`src/rtl/ram512x8_arbiter_if.sv`:
```
// Bus bundle between the two word requesters, the arbiter and the byte RAM.
// Signal names keep the requester/RAM port naming used on the core side.
interface ram512x8_arbiter_if #(
    parameter int ADR_W = 7
);
    logic             a_req_i;
    logic             a_we_i;
    logic [ADR_W-1:0] a_adr_i;
    logic [3:0]       a_be_i;
    logic [31:0]      a_dat_i;
    logic [31:0]      a_dat_o;
    logic             a_ack_o;

    logic             b_req_i;
    logic             b_we_i;
    logic [ADR_W-1:0] b_adr_i;
    logic [3:0]       b_be_i;
    logic [31:0]      b_dat_i;
    logic [31:0]      b_dat_o;
    logic             b_ack_o;

    logic             ram_wen_o;
    logic [ADR_W+1:0] ram_adr_o;
    logic [7:0]       ram_dat_o;
    logic [7:0]       ram_dat_i;

    modport slave (
        input  a_req_i, a_we_i, a_adr_i, a_be_i, a_dat_i,
        output a_dat_o, a_ack_o,
        input  b_req_i, b_we_i, b_adr_i, b_be_i, b_dat_i,
        output b_dat_o, b_ack_o,
        output ram_wen_o, ram_adr_o, ram_dat_o,
        input  ram_dat_i
    );

    modport master (
        output a_req_i, a_we_i, a_adr_i, a_be_i, a_dat_i,
        input  a_dat_o, a_ack_o,
        output b_req_i, b_we_i, b_adr_i, b_be_i, b_dat_i,
        input  b_dat_o, b_ack_o,
        input  ram_wen_o, ram_adr_o, ram_dat_o,
        output ram_dat_i
    );
endinterface

```
`src/rtl/ram512x8_arbiter.sv`:
```
// Round-robin arbiter serialising two 32-bit word requesters onto one
// 512x8 RAM with registered read data (four byte cycles per word).
module ram512x8_arbiter #(
    parameter int ADR_W = 7
) (
    input logic                 clk_i,
    input logic                 rst_in,
    ram512x8_arbiter_if.slave   bus
);
    localparam logic [1:0] IDLE = 2'd0;
    localparam logic [1:0] XFER = 2'd1;
    localparam logic [1:0] WAIT = 2'd2;
    localparam logic [1:0] ACK  = 2'd3;

    logic [1:0]       state_q, state_d;
    logic [1:0]       cnt_q, cnt_d;
    logic             own_q, own_d;
    logic             last_q, last_d;
    logic             we_q, we_d;
    logic [ADR_W-1:0] adr_q, adr_d;
    logic [3:0]       be_q, be_d;
    logic [31:0]      wdat_q, wdat_d;
    logic [31:0]      rdat_q, rdat_d;
    logic [31:0]      a_dat_q, a_dat_d;
    logic [31:0]      b_dat_q, b_dat_d;
    logic             a_ack_q, a_ack_d;
    logic             b_ack_q, b_ack_d;
    logic             wen_q, wen_d;
    logic [ADR_W+1:0] radr_q, radr_d;
    logic [7:0]       rwd_q, rwd_d;

    logic             grant_b;
    logic [1:0]       cnt_nx;
    logic [1:0]       cnt_pv;

    always_comb begin
        state_d = state_q;
        cnt_d   = cnt_q;
        own_d   = own_q;
        last_d  = last_q;
        we_d    = we_q;
        adr_d   = adr_q;
        be_d    = be_q;
        wdat_d  = wdat_q;
        rdat_d  = rdat_q;
        a_dat_d = a_dat_q;
        b_dat_d = b_dat_q;
        a_ack_d = 1'b0;
        b_ack_d = 1'b0;
        wen_d   = 1'b0;
        radr_d  = radr_q;
        rwd_d   = rwd_q;
        // last_q = 1 means B was granted last, so A wins a tie
        grant_b = bus.b_req_i & (~bus.a_req_i | ~last_q);
        cnt_nx  = cnt_q + 2'd1;
        cnt_pv  = cnt_q - 2'd1;

        unique case (state_q)
            IDLE: begin
                if (bus.a_req_i | bus.b_req_i) begin
                    state_d = XFER;
                    cnt_d   = 2'd0;
                    own_d   = grant_b;
                    last_d  = grant_b;
                    we_d    = grant_b ? bus.b_we_i  : bus.a_we_i;
                    adr_d   = grant_b ? bus.b_adr_i : bus.a_adr_i;
                    be_d    = grant_b ? bus.b_be_i  : bus.a_be_i;
                    wdat_d  = grant_b ? bus.b_dat_i : bus.a_dat_i;
                    radr_d  = {adr_d, 2'b00};
                    rwd_d   = wdat_d[7:0];
                    wen_d   = we_d & be_d[0];
                end
            end
            XFER: begin
                // byte cnt-1 is on ram_dat_i this cycle
                if (cnt_q != 2'd0) begin
                    rdat_d[{cnt_pv, 3'b000} +: 8] = bus.ram_dat_i;
                end
                if (cnt_q == 2'd3) begin
                    state_d = we_q ? ACK : WAIT;
                    a_ack_d = we_q & ~own_q;
                    b_ack_d = we_q & own_q;
                end else begin
                    cnt_d  = cnt_nx;
                    radr_d = {adr_q, cnt_nx};
                    rwd_d  = wdat_q[{cnt_nx, 3'b000} +: 8];
                    wen_d  = we_q & be_q[cnt_nx];
                end
            end
            WAIT: begin
                rdat_d[31:24] = bus.ram_dat_i;
                state_d       = ACK;
                a_ack_d       = ~own_q;
                b_ack_d       = own_q;
                if (own_q) begin
                    b_dat_d = rdat_d;
                end else begin
                    a_dat_d = rdat_d;
                end
            end
            ACK: begin
                state_d = IDLE;
            end
        endcase
    end

    always_ff @(posedge clk_i) begin
        if (!rst_in) begin
            state_q <= IDLE;
            cnt_q   <= 2'd0;
            own_q   <= 1'b0;
            last_q  <= 1'b1;
            we_q    <= 1'b0;
            adr_q   <= '0;
            be_q    <= 4'd0;
            wdat_q  <= 32'd0;
            rdat_q  <= 32'd0;
            a_dat_q <= 32'd0;
            b_dat_q <= 32'd0;
            a_ack_q <= 1'b0;
            b_ack_q <= 1'b0;
            wen_q   <= 1'b0;
            radr_q  <= '0;
            rwd_q   <= 8'd0;
        end else begin
            state_q <= state_d;
            cnt_q   <= cnt_d;
            own_q   <= own_d;
            last_q  <= last_d;
            we_q    <= we_d;
            adr_q   <= adr_d;
            be_q    <= be_d;
            wdat_q  <= wdat_d;
            rdat_q  <= rdat_d;
            a_dat_q <= a_dat_d;
            b_dat_q <= b_dat_d;
            a_ack_q <= a_ack_d;
            b_ack_q <= b_ack_d;
            wen_q   <= wen_d;
            radr_q  <= radr_d;
            rwd_q   <= rwd_d;
        end
    end

    // Reset kills the strobe in the same cycle so an aborted byte is not committed
    assign bus.ram_wen_o = wen_q & rst_in;
    assign bus.ram_adr_o = radr_q;
    assign bus.ram_dat_o = rwd_q;
    assign bus.a_dat_o   = a_dat_q;
    assign bus.b_dat_o   = b_dat_q;
    assign bus.a_ack_o   = a_ack_q;
    assign bus.b_ack_o   = b_ack_q;

endmodule

```
`src/flat_wrapper.sv`:
```
// flat-port wrapper written by rule: the top's interface ports become plain ports
module ram512x8_arbiter_flat 
#(
    parameter int ADR_W = 7
)
  (clk_i, rst_in, bus_a_req_i, bus_a_we_i, bus_a_adr_i, bus_a_be_i, bus_a_dat_i, bus_a_dat_o, bus_a_ack_o, bus_b_req_i, bus_b_we_i, bus_b_adr_i, bus_b_be_i, bus_b_dat_i, bus_b_dat_o, bus_b_ack_o, bus_ram_wen_o, bus_ram_adr_o, bus_ram_dat_o, bus_ram_dat_i);
  ram512x8_arbiter_if #(.ADR_W(ADR_W)) bus_i ();
  input logic clk_i;
  input logic rst_in;
  input wire logic [$bits(bus_i.a_req_i)-1:0] bus_a_req_i;
  input wire logic [$bits(bus_i.a_we_i)-1:0] bus_a_we_i;
  input wire logic [$bits(bus_i.a_adr_i)-1:0] bus_a_adr_i;
  input wire logic [$bits(bus_i.a_be_i)-1:0] bus_a_be_i;
  input wire logic [$bits(bus_i.a_dat_i)-1:0] bus_a_dat_i;
  output wire logic [$bits(bus_i.a_dat_o)-1:0] bus_a_dat_o;
  output wire logic [$bits(bus_i.a_ack_o)-1:0] bus_a_ack_o;
  input wire logic [$bits(bus_i.b_req_i)-1:0] bus_b_req_i;
  input wire logic [$bits(bus_i.b_we_i)-1:0] bus_b_we_i;
  input wire logic [$bits(bus_i.b_adr_i)-1:0] bus_b_adr_i;
  input wire logic [$bits(bus_i.b_be_i)-1:0] bus_b_be_i;
  input wire logic [$bits(bus_i.b_dat_i)-1:0] bus_b_dat_i;
  output wire logic [$bits(bus_i.b_dat_o)-1:0] bus_b_dat_o;
  output wire logic [$bits(bus_i.b_ack_o)-1:0] bus_b_ack_o;
  output wire logic [$bits(bus_i.ram_wen_o)-1:0] bus_ram_wen_o;
  output wire logic [$bits(bus_i.ram_adr_o)-1:0] bus_ram_adr_o;
  output wire logic [$bits(bus_i.ram_dat_o)-1:0] bus_ram_dat_o;
  input wire logic [$bits(bus_i.ram_dat_i)-1:0] bus_ram_dat_i;
  assign bus_i.a_req_i = bus_a_req_i;
  assign bus_i.a_we_i = bus_a_we_i;
  assign bus_i.a_adr_i = bus_a_adr_i;
  assign bus_i.a_be_i = bus_a_be_i;
  assign bus_i.a_dat_i = bus_a_dat_i;
  assign bus_a_dat_o = bus_i.a_dat_o;
  assign bus_a_ack_o = bus_i.a_ack_o;
  assign bus_i.b_req_i = bus_b_req_i;
  assign bus_i.b_we_i = bus_b_we_i;
  assign bus_i.b_adr_i = bus_b_adr_i;
  assign bus_i.b_be_i = bus_b_be_i;
  assign bus_i.b_dat_i = bus_b_dat_i;
  assign bus_b_dat_o = bus_i.b_dat_o;
  assign bus_b_ack_o = bus_i.b_ack_o;
  assign bus_ram_wen_o = bus_i.ram_wen_o;
  assign bus_ram_adr_o = bus_i.ram_adr_o;
  assign bus_ram_dat_o = bus_i.ram_dat_o;
  assign bus_i.ram_dat_i = bus_ram_dat_i;
  ram512x8_arbiter #(.ADR_W(ADR_W)) u_core (.clk_i(clk_i), .rst_in(rst_in), .bus(bus_i));
endmodule
```
`config.mk`:
```
export PLATFORM = sky130hd
export DESIGN_NAME = ram512x8_arbiter_flat
export DESIGN_NICKNAME = d
export VERILOG_FILES = /design/src/rtl/ram512x8_arbiter_if.sv /design/src/rtl/ram512x8_arbiter.sv /design/src/flat_wrapper.sv
export SDC_FILE = /design/constraint.sdc
export NUM_CORES = 1
export LEC_CHECK = 0
export CAP_MARGIN = 15
export CORE_MARGIN = 2
export CORE_UTILIZATION = 30
export CTS_CLUSTER_DIAMETER = 60
export DETAILED_ROUTE_END_ITERATION = 8
export GPL_ROUTABILITY_DRIVEN = 0
export PLACE_DENSITY_LB_ADDON = 0.05
export SLEW_MARGIN = 20
export SYNTH_ARGS = -nofsm -noshare
export SYNTH_HDL_FRONTEND = slang
export SYNTH_SLANG_ARGS = --single-unit
```
`constraint.sdc`:
```
create_clock -name clk_i -period 3 [get_ports clk_i]
set_clock_uncertainty 0.2 [all_clocks]
set_input_delay 0.75 -clock clk_i [delete_from_list [all_inputs] [get_ports clk_i]]
set_output_delay 0.75 -clock clk_i [all_outputs]
set_load 0.02 [all_outputs]
```
# == Word level (Yosys, flattened, before mapping) ==
# Cells that the tools add are included.
# totals
ff_bits,166
out_inout_bits,84
inputBits,100
word_cells,83
# op_classes
eq_ne,8
n_lt_le_gt_ge,1
bitwise_logic,11
n_addsub,3
shifts,3
n_mux,29
n_reduce_logical,11
# ops
op,n
two-way mux 32 bit,2
bitwise mux 32 bit,1
case mux 8 bit (2 select lines),2
"variable shift 8 x 7 -> 32 bit, first input constant",1
variable part select 32 x 6 -> 8 bit,1
variable part select 8 x 7 -> 32 bit,1
two-way mux 9 bit,2
case mux 9 bit (2 select lines),1
two-way mux 8 bit,2
AND reduction 2 bit,6
two-way mux 2 bit,4
case mux 2 bit (4 select lines),1
two-way mux 1 bit,7
two-way mux 7 bit,1
negation 5 -> 7 bit,1
bitwise AND 1 bit,6
"equality test 2 bit, second input constant",3
"inequality test 2 x 1 -> 1 bit, second input constant",3
case mux 1 bit (2 select lines),3
nonzero test 2 bit,3
two-way mux 4 bit,1
case mux 2 bit (2 select lines),1
"less-than comparator 2 x 3 -> 1 bit, second input constant",1
inverter 1 bit,3
other kinds (8),9

# == Depth between registers and ports, before layout ==
# Gate-level depths: netlist (run 1).
# logic_depth
ltp_word,7
mapped_depth,9
depth_no_buf,6

# == Worst setup path before layout (run 1) ==
# Ideal clock, no wire load.
# synth_timing
path_kind,input to output
startpoint,input rst_in
endpoint,output bus_ram_wen_o
t_required_ps,2050
arrival_ps,1490
path_stages,3
n_path_buf,2
path_slack_ps,560
path_cell_list,clkbuf_1 > clkbuf_1 > and2_1
# synth_via
elab_chain_cells,1
# synth_lines
element,line_no,rtl
"start, declared",flat_wrapper.sv:9,input logic rst_in;
bitwise AND 1 bit,ram512x8_arbiter.sv:146,assign bus.ram_wen_o = wen_q & rst_in;
"end, declared",flat_wrapper.sv:24,output wire logic [$bits(bus_i.ram_wen_o)-1:0] bus_ram_wen_o;
# Every way passes these cells.

# == Final worst setup path (run 1) ==
# layout_timing
startpoint,"register u_core.radr_q[0], in the netlist u_core.bus.ram_adr_o[0]"
endpoint,output bus_ram_adr_o[0]
# layout_lines
element,line_no,rtl
"start, declared",ram512x8_arbiter.sv:29,"logic [ADR_W+1:0] radr_q, radr_d;"
"start signal, assigned",ram512x8_arbiter.sv:140,radr_q <= radr_d;
"end, declared",flat_wrapper.sv:25,output wire logic [$bits(bus_i.ram_adr_o)-1:0] bus_ram_adr_o;
# No word-level cell between the ends.

==> results.toml, run 1 <==
[run_status]
outcome = "completed"

[power_and_ir_drop]
p_leak_nw = 3.64
power_density_mw_per_mm2 = 743
max-vdd-ir-drop_uv = 356

[logic_synthesis]
seq_area_frac_synth_pct = 46.3
syn_inst = 710
ys_ff_latch = 156
syn_area_per_cell_um2 = 9.49
synth_fp_nets = 819
synthesis.area_mm2 = 0.00674
yosys.cell_types.count = 37
yosys_warnings = 0

[final_layout]
fin_area_mm2 = 0.00936
drive_above_1_share_pct = 6.32
n_antenna_cell = 0
syn_to_final_growth_pct = 38.9
fin_nets = 982
fill_cells = 2110

[sta]
relSlewSlack_pct = 55.6
fin_crit_ns = 2.79
final.setup.tns_ns = 0
min_period_over_period_pct = 93.1
worstMarginPinSlew_ns = 0.666
slew_viol_final = 0
rsz0062_at_grt = "false"
timing.fmax_mhz = 358
hold_violations = 0
setup_viol = 0

[floorplan]
die_w_um = 154
ios = 184
dieArea_mm2 = 0.0237
core_area_mm2 = 0.0220
placementRows = 54
dieHeight_um = 154
initial_core_util_pct = 30.7

[worst_setup_path]
end_kind = "output port"
crit_type = "flop to output port"
crit_arrival_ns = 1.84
crit_fanout = 24
crit_path_start_kind = "flop"
slowest_delay_ns = 0.70
cp_slowest_cell = "clkdlybuf4s50_1"
required_ns = 2.05
critical_path.cell_chain = "buf_4, clkdlybuf4s50_1"

[clock_network]
root_buffer = "clkbuf_16"
ctsResizeCount = 0
clk_latency_ns = 0.43
cts_buffers = 17
clock_tree.buffer_depth = 2
postCtsSetupRepairBufs = 0
path_clk_slew_ns = 0.06
h-tree-depth = 4
cts_hold_buf = 0
cts.sinks = 156
tritoncts = "done"

[placement]
dp_hpwl_mm = 13.2
port-buffer-count = 183
place_area_mm2 = 0.00882

[global_routing]
grtUsageMet2_pct = 26.5
met1_usage_pct = 21.3
grt-ovfl-total = 0
grt_busiest_layer = "met2"
antenna_found_initial = 0
grt_pass1_vias = 5454
grt_pass1_wl_mm = 30.2
grt_max_degree = 130
grtUsageTotal_pct = 16.1
use_met3_pct = 4.17

[flow_run]
maxCapViolations = 0

[drt]
wirelength_mm = 18.8
post_drt_wl_per_cell_um = 16.1
drc = 0
dr_total_vias = 5565
via_per_inst = 4.77
drtIter0Drc = 237
ant_nets = 0
dr.pass1.iters = 6

[min_path]
hold_class = "flop to flop"
[registers in the layout (all words and copies together) (netlist names)]
name	count
u_core.wdat_q	32
u_core.bus.ram_adr_o	9
u_core.own_q	1
u_core.last_q	1
u_core.adr_q	7
u_core.bus.a_dat_o	32
u_core.bus.b_dat_o	32
u_core.be_q	4
u_core.rdat_q	24
u_core.bus.a_ack_o	1
u_core.we_q	1
u_core.bus.ram_dat_o	8
u_core.bus.b_ack_o	1
u_core.state_q	2
u_core.wen_q	1
[cell type report]
class	count	area (µm²)	share of cell area, %
repair buffers	199	2010	21.5
flip-flops and latches	156	3120	33.4
inverters	12	45.0	0.481
multi-input cells	487	3290	35.2
well taps	280	350	3.74
clock buffers	18	429	4.58
clock inverters	14	113	1.20
[cell usage in the layout, fill, tap and decap left out, types with 2 or more instances in the layout]
cell             netlist  final
clkbuf_16              0     17
mux2i_1               67     67
a32o_1                 9      9
inv_1                 12     12
nor2_1                15     15
buf_12                 2      5
inv_6                  0      5
a22o_1                 7      7
nor2b_1               19     18
nand2b_1              11     11
nand3b_1               4      4
clkinvlp_4             0      3
clkdlybuf4s50_1        0    182
ha_1                   9      9
buf_4                  1     12
inv_8                  0      2
o211a_1               43     43
clkinv_2               0      3
dfxtp_1              156    156
o21ai_0                5      5
a22oi_1               35     35
nand2_1              175    175
and2_1                 4      4
a21oi_1                3      3
a21boi_0              67     67
[cell families (layout without fill, tap and decap cells)]
kind of cell / after synthesis / after routing / synth area share [%]
flip-flops: 156 / 156 / 46.3
AND/OR/NAND/NOR: 237 / 237 / 15.6
multiplexers: 68 / 68 / 10.3
AO/OA/AOI/OAI: 173 / 173 / 21.1
buffers and inverters: 67 / 243 / 4.99
adder cells (fa/ha/maj): 9 / 9 / 1.67
[synth_stat cells, drive strengths merged]
cell | number | area [µm²]
clkbuf | 31 | 116
nor2b | 19 | 119
o21a | 1 | 7.51
nand3 | 1 | 5.00
nor4 | 1 | 21.3
buf | 24 | 175
dfxtp | 156 | 3120
mux4 | 1 | 22.5
nand2b | 11 | 68.8
nand2 | 175 | 657
a31oi | 1 | 6.26
a22oi | 35 | 263
o21ai | 5 | 25.0
nor2 | 16 | 62.6
a21boi | 68 | 514
a32o | 9 | 90.1
a211o | 1 | 8.76
nor4b | 1 | 23.8
a22o | 7 | 61.3
a21oi | 3 | 15.0
ha | 9 | 113
o211a | 43 | 430
nor3 | 1 | 5.00
nor3b | 2 | 20.0
and2 | 4 | 25.0
nor4bb | 1 | 10.0
mux2i | 67 | 671
inv | 12 | 45.0
and3 | 1 | 6.26
nand3b | 4 | 30.0
[path summary, 6_finish.rpt]
path                                        start                                   to  slack [ns]  cells after the start
max          u_core.bus.ram_adr_o[0]$_SDFFE_PN0P_                     bus_ram_adr_o[0]        0.21                      2
min           u_core.bus.a_dat_o[27]$_SDFFE_PN0P_  u_core.bus.a_dat_o[27]$_SDFFE_PN0P_        0.26                      2
max reg2reg        u_core.state_q[1]$_SDFFE_PN0P_       u_core.rdat_q[13]$_SDFFE_PN0P_        0.42                      6
min reg2reg   u_core.bus.a_dat_o[27]$_SDFFE_PN0P_  u_core.bus.a_dat_o[27]$_SDFFE_PN0P_        0.26                      2
[where the power goes]
part / total (W) / internal, W / leakage, nW / switching, W
registers: 0.00265 / 0.00244 / 1.27 / 0.000213
clock network: 0.00200 / 0.00108 / 0.262 / 0.000922
logic: 0.00231 / 0.00107 / 2.10 / 0.00125
[per-layer routing]
layer / vias to the layer above / part of all wire (%)
met5: - / 0
met4: 0 / 0.95
met3: 10 / 4.9
met2: 145 / 47
met1: 2621 / 47
li1: 2789 / -
[critical path, delay by kind of cell (launching register included)]
| kind | cells | cell delay [ns] |
|---|---|---|
| DFF | 1 | 0.32 |
| buffers and inverters | 2 | 1.09 |
[stage by stage]
step	cells	util [%]	worst slack, ns	power (W)	hold WS, ns
6_report	1166	42.6	0.206	0.00696	0.262
5_1_grt	1166	42.6	0.127	0.00737	0.291
4_1_cts	1166	42.6	0.169	0.00706	0.268
3_5_place_dp	1134	40.2	0.0893	0.00503	0.259
3_3_place_gp	1134	40.2	0.167	0.00500	0.249
2_1_floorplan	710	-	0.560	0.00416	0.255
(Power assumes the default switching activity.)
==> run 2: changes to the inputs <==
- CORE_UTILIZATION: 30 -> 35
==> run 2 against run 1 <==
Effect of this change:
- critical endpoint unchanged
- sequential cell count unchanged
- die area decreased by 14%
- final cell count decreased by 1.6%
- clock power increased by 9.5%
- final area increased by 0.23%
- sequential power about the same
- maximum frequency increased by 0.62%
- sequential share of layout area decreased by 0.076 points
- largest power group unchanged
- via count increased by 0.86%
- clock-buffer cell count decreased by 1
- largest cell class unchanged
- first-iteration DRC count increased by 22%
==> results.toml, run 2 (synthesis gave the netlist of run 1 again) <==
[run_status]
outcome = "completed"

[final_layout]
fin_nets = 983
fill_cells = 1758
final_common_cell = "clkdlybuf4s50_1"
syn_to_final_growth_pct = 39.2
n_antenna_cell = 0
drive_above_1_share_pct = 6.54
fin_area_mm2 = 0.00939
mostFrequentLayoutCells = "clkdlybuf4s50_1 (182), nand2_1 (175), dfxtp_1 (156), a21boi_0 (67), mux2i_1 (67)"
layout.cells.non_filler = 1147

[worst_setup_path]
end_kind = "output port"
rr_startpoint = "u_core.bus.ram_adr_o[1]$_SDFFE_PN0P_"
cp_slowest_cell = "clkdlybuf4s50_1"
slowest_delay_ns = 0.70
regToRegSetupSlack_ns = 0.53
crit_path_start_kind = "flop"
rr_worst_depth = 7
cp_num_cells = 2
crit_start = "u_core.bus.ram_adr_o[0]$_SDFFE_PN0P_"
crit_family = "buffers and inverters"
worst-path-buf-inv = 2
r2r_end = "u_core.rdat_q[2]$_SDFFE_PN0P_"
endpoint = "bus_ram_adr_o[0]"
required_ns = 2.05
crit_type = "flop to output port"
crit_fanout = 24
critical_path.cell_chain = "buf_4, clkdlybuf4s50_1"
crit_arrival_ns = 1.83

[clock_network]
tritoncts = "done"
postCtsSetupRepairBufs = 0
ctsResizeCount = 0
h-tree-depth = 4
cts_buffers = 17
cts_hold_buf = 0
clock_tree.buffer_depth = 2
clk_latency_ns = 0.42
path_clk_slew_ns = 0.06
root_buffer = "clkbuf_16"
cts.sinks = 156

[global_routing]
grt-ovfl-total = 0
grt_pass1_wl_mm = 28.2
antenna_found_initial = 0
grt_max_degree = 94
grt_pass1_vias = 5490
grtUsageTotal_pct = 17.7

[sta]
setup_viol = 0
final.setup.tns_ns = 0
min_period_over_period_pct = 92.6
worstMarginPinSlew_ns = 0.871
timing.fmax_mhz = 360
hold_violations = 0
rsz0062_at_grt = "false"
whs_ns = 0.265
relSlewSlack_pct = 41.9
fin_crit_ns = 2.78
slew_viol_final = 0

[floorplan]
dieHeight_um = 143
placementRows = 50
die_w_um = 143
core_area_mm2 = 0.0188
dieArea_mm2 = 0.0204
initial_core_util_pct = 35.8
ios = 184

[power_and_ir_drop]
power_switching_w = 0.00237
seq_power_share_pct = 37.4
max-vdd-ir-drop_uv = 476
combPwrFrac_pct = 31.9
clkPwrFrac_pct = 30.8
p_sw_share_pct = 33.3
power_density_mw_per_mm2 = 757
total_power_w = 0.00711
p_leak_nw = 3.66
internal-power_w = 0.00474

[drt]
dr.pass1.iters = 6
dr_total_vias = 5613
ant_nets = 0
drc = 0
wirelength_mm = 18.0
via_per_inst = 4.89
post_drt_wl_per_cell_um = 15.7
drtIter0Drc = 290

[placement]
port-buffer-count = 183
dp_hpwl_mm = 12.7
place_inst = 1115
place_area_mm2 = 0.00878

[flow_run]
maxCapViolations = 0

[min_path]
hold_class = "flop to flop"
[run 2: stage by stage]
stage          util [%]  setup slack [ns]
2_1_floorplan         -             0.560
3_3_place_gp       46.6             0.161
3_5_place_dp       46.6             0.100
4_1_cts            49.8             0.181
5_1_grt            49.8             0.144
6_report           49.8             0.223
[run 2: tightest hold or removal path: stages, from the launching register on]
cell,delay (ns)
dfxtp_1,0.31
nand2_1,0.04
a21boi_0,0.06
[run 2: power groups by stage]
stage | combinational [W] | clock, W | sequential, W
floorplan | 0.00136 | 0 | 0.00279
global placement | 0.00225 | 0 | 0.00269
detailed placement | 0.00229 | 0 | 0.00270
CTS | 0.00230 | 0.00225 | 0.00266
global route | 0.00249 | 0.00233 | 0.00270
finish | 0.00227 | 0.00219 | 0.00266
[run 2: how the worst min path moves through the flow]
stage          cells after the start                           startpoint  slack [ns]                             endpoint
2_1_floorplan                      2       u_core.rdat_q[22]$_SDFFE_PN0P_        0.25  u_core.bus.b_dat_o[22]$_SDFFE_PN0P_
3_3_place_gp                       2  u_core.bus.a_dat_o[26]$_SDFFE_PN0P_        0.25  u_core.bus.a_dat_o[26]$_SDFFE_PN0P_
3_5_place_dp                       2   u_core.bus.b_dat_o[7]$_SDFFE_PN0P_        0.26   u_core.bus.b_dat_o[7]$_SDFFE_PN0P_
4_1_cts                            2   u_core.bus.b_dat_o[7]$_SDFFE_PN0P_        0.27   u_core.bus.b_dat_o[7]$_SDFFE_PN0P_
5_1_grt                            2  u_core.bus.b_dat_o[19]$_SDFFE_PN0P_        0.28  u_core.bus.b_dat_o[19]$_SDFFE_PN0P_
6_report                           2  u_core.bus.a_dat_o[11]$_SDFFE_PN0P_        0.27  u_core.bus.a_dat_o[11]$_SDFFE_PN0P_
[run 2: area by class of cell]
type | instances | area (µm²) | share of cell area (%)
multi-input combinational | 487 | 3290 | 35.1
sequential | 156 | 3120 | 33.3
timing repair buffer | 200 | 1990 | 21.3
clock buffer | 17 | 425 | 4.53
tap | 260 | 325 | 3.47
clock inverter | 15 | 180 | 1.92
inverter | 12 | 45.0 | 0.480
[run 2: layer usage]
layer	up-vias	global-route usage, %	wire length [µm]
met5	-	0	0
met4	0	4.53	131
met3	8	4.23	982
met2	154	30.8	8750
met1	2655	21.9	8100
li1	2796	-	-
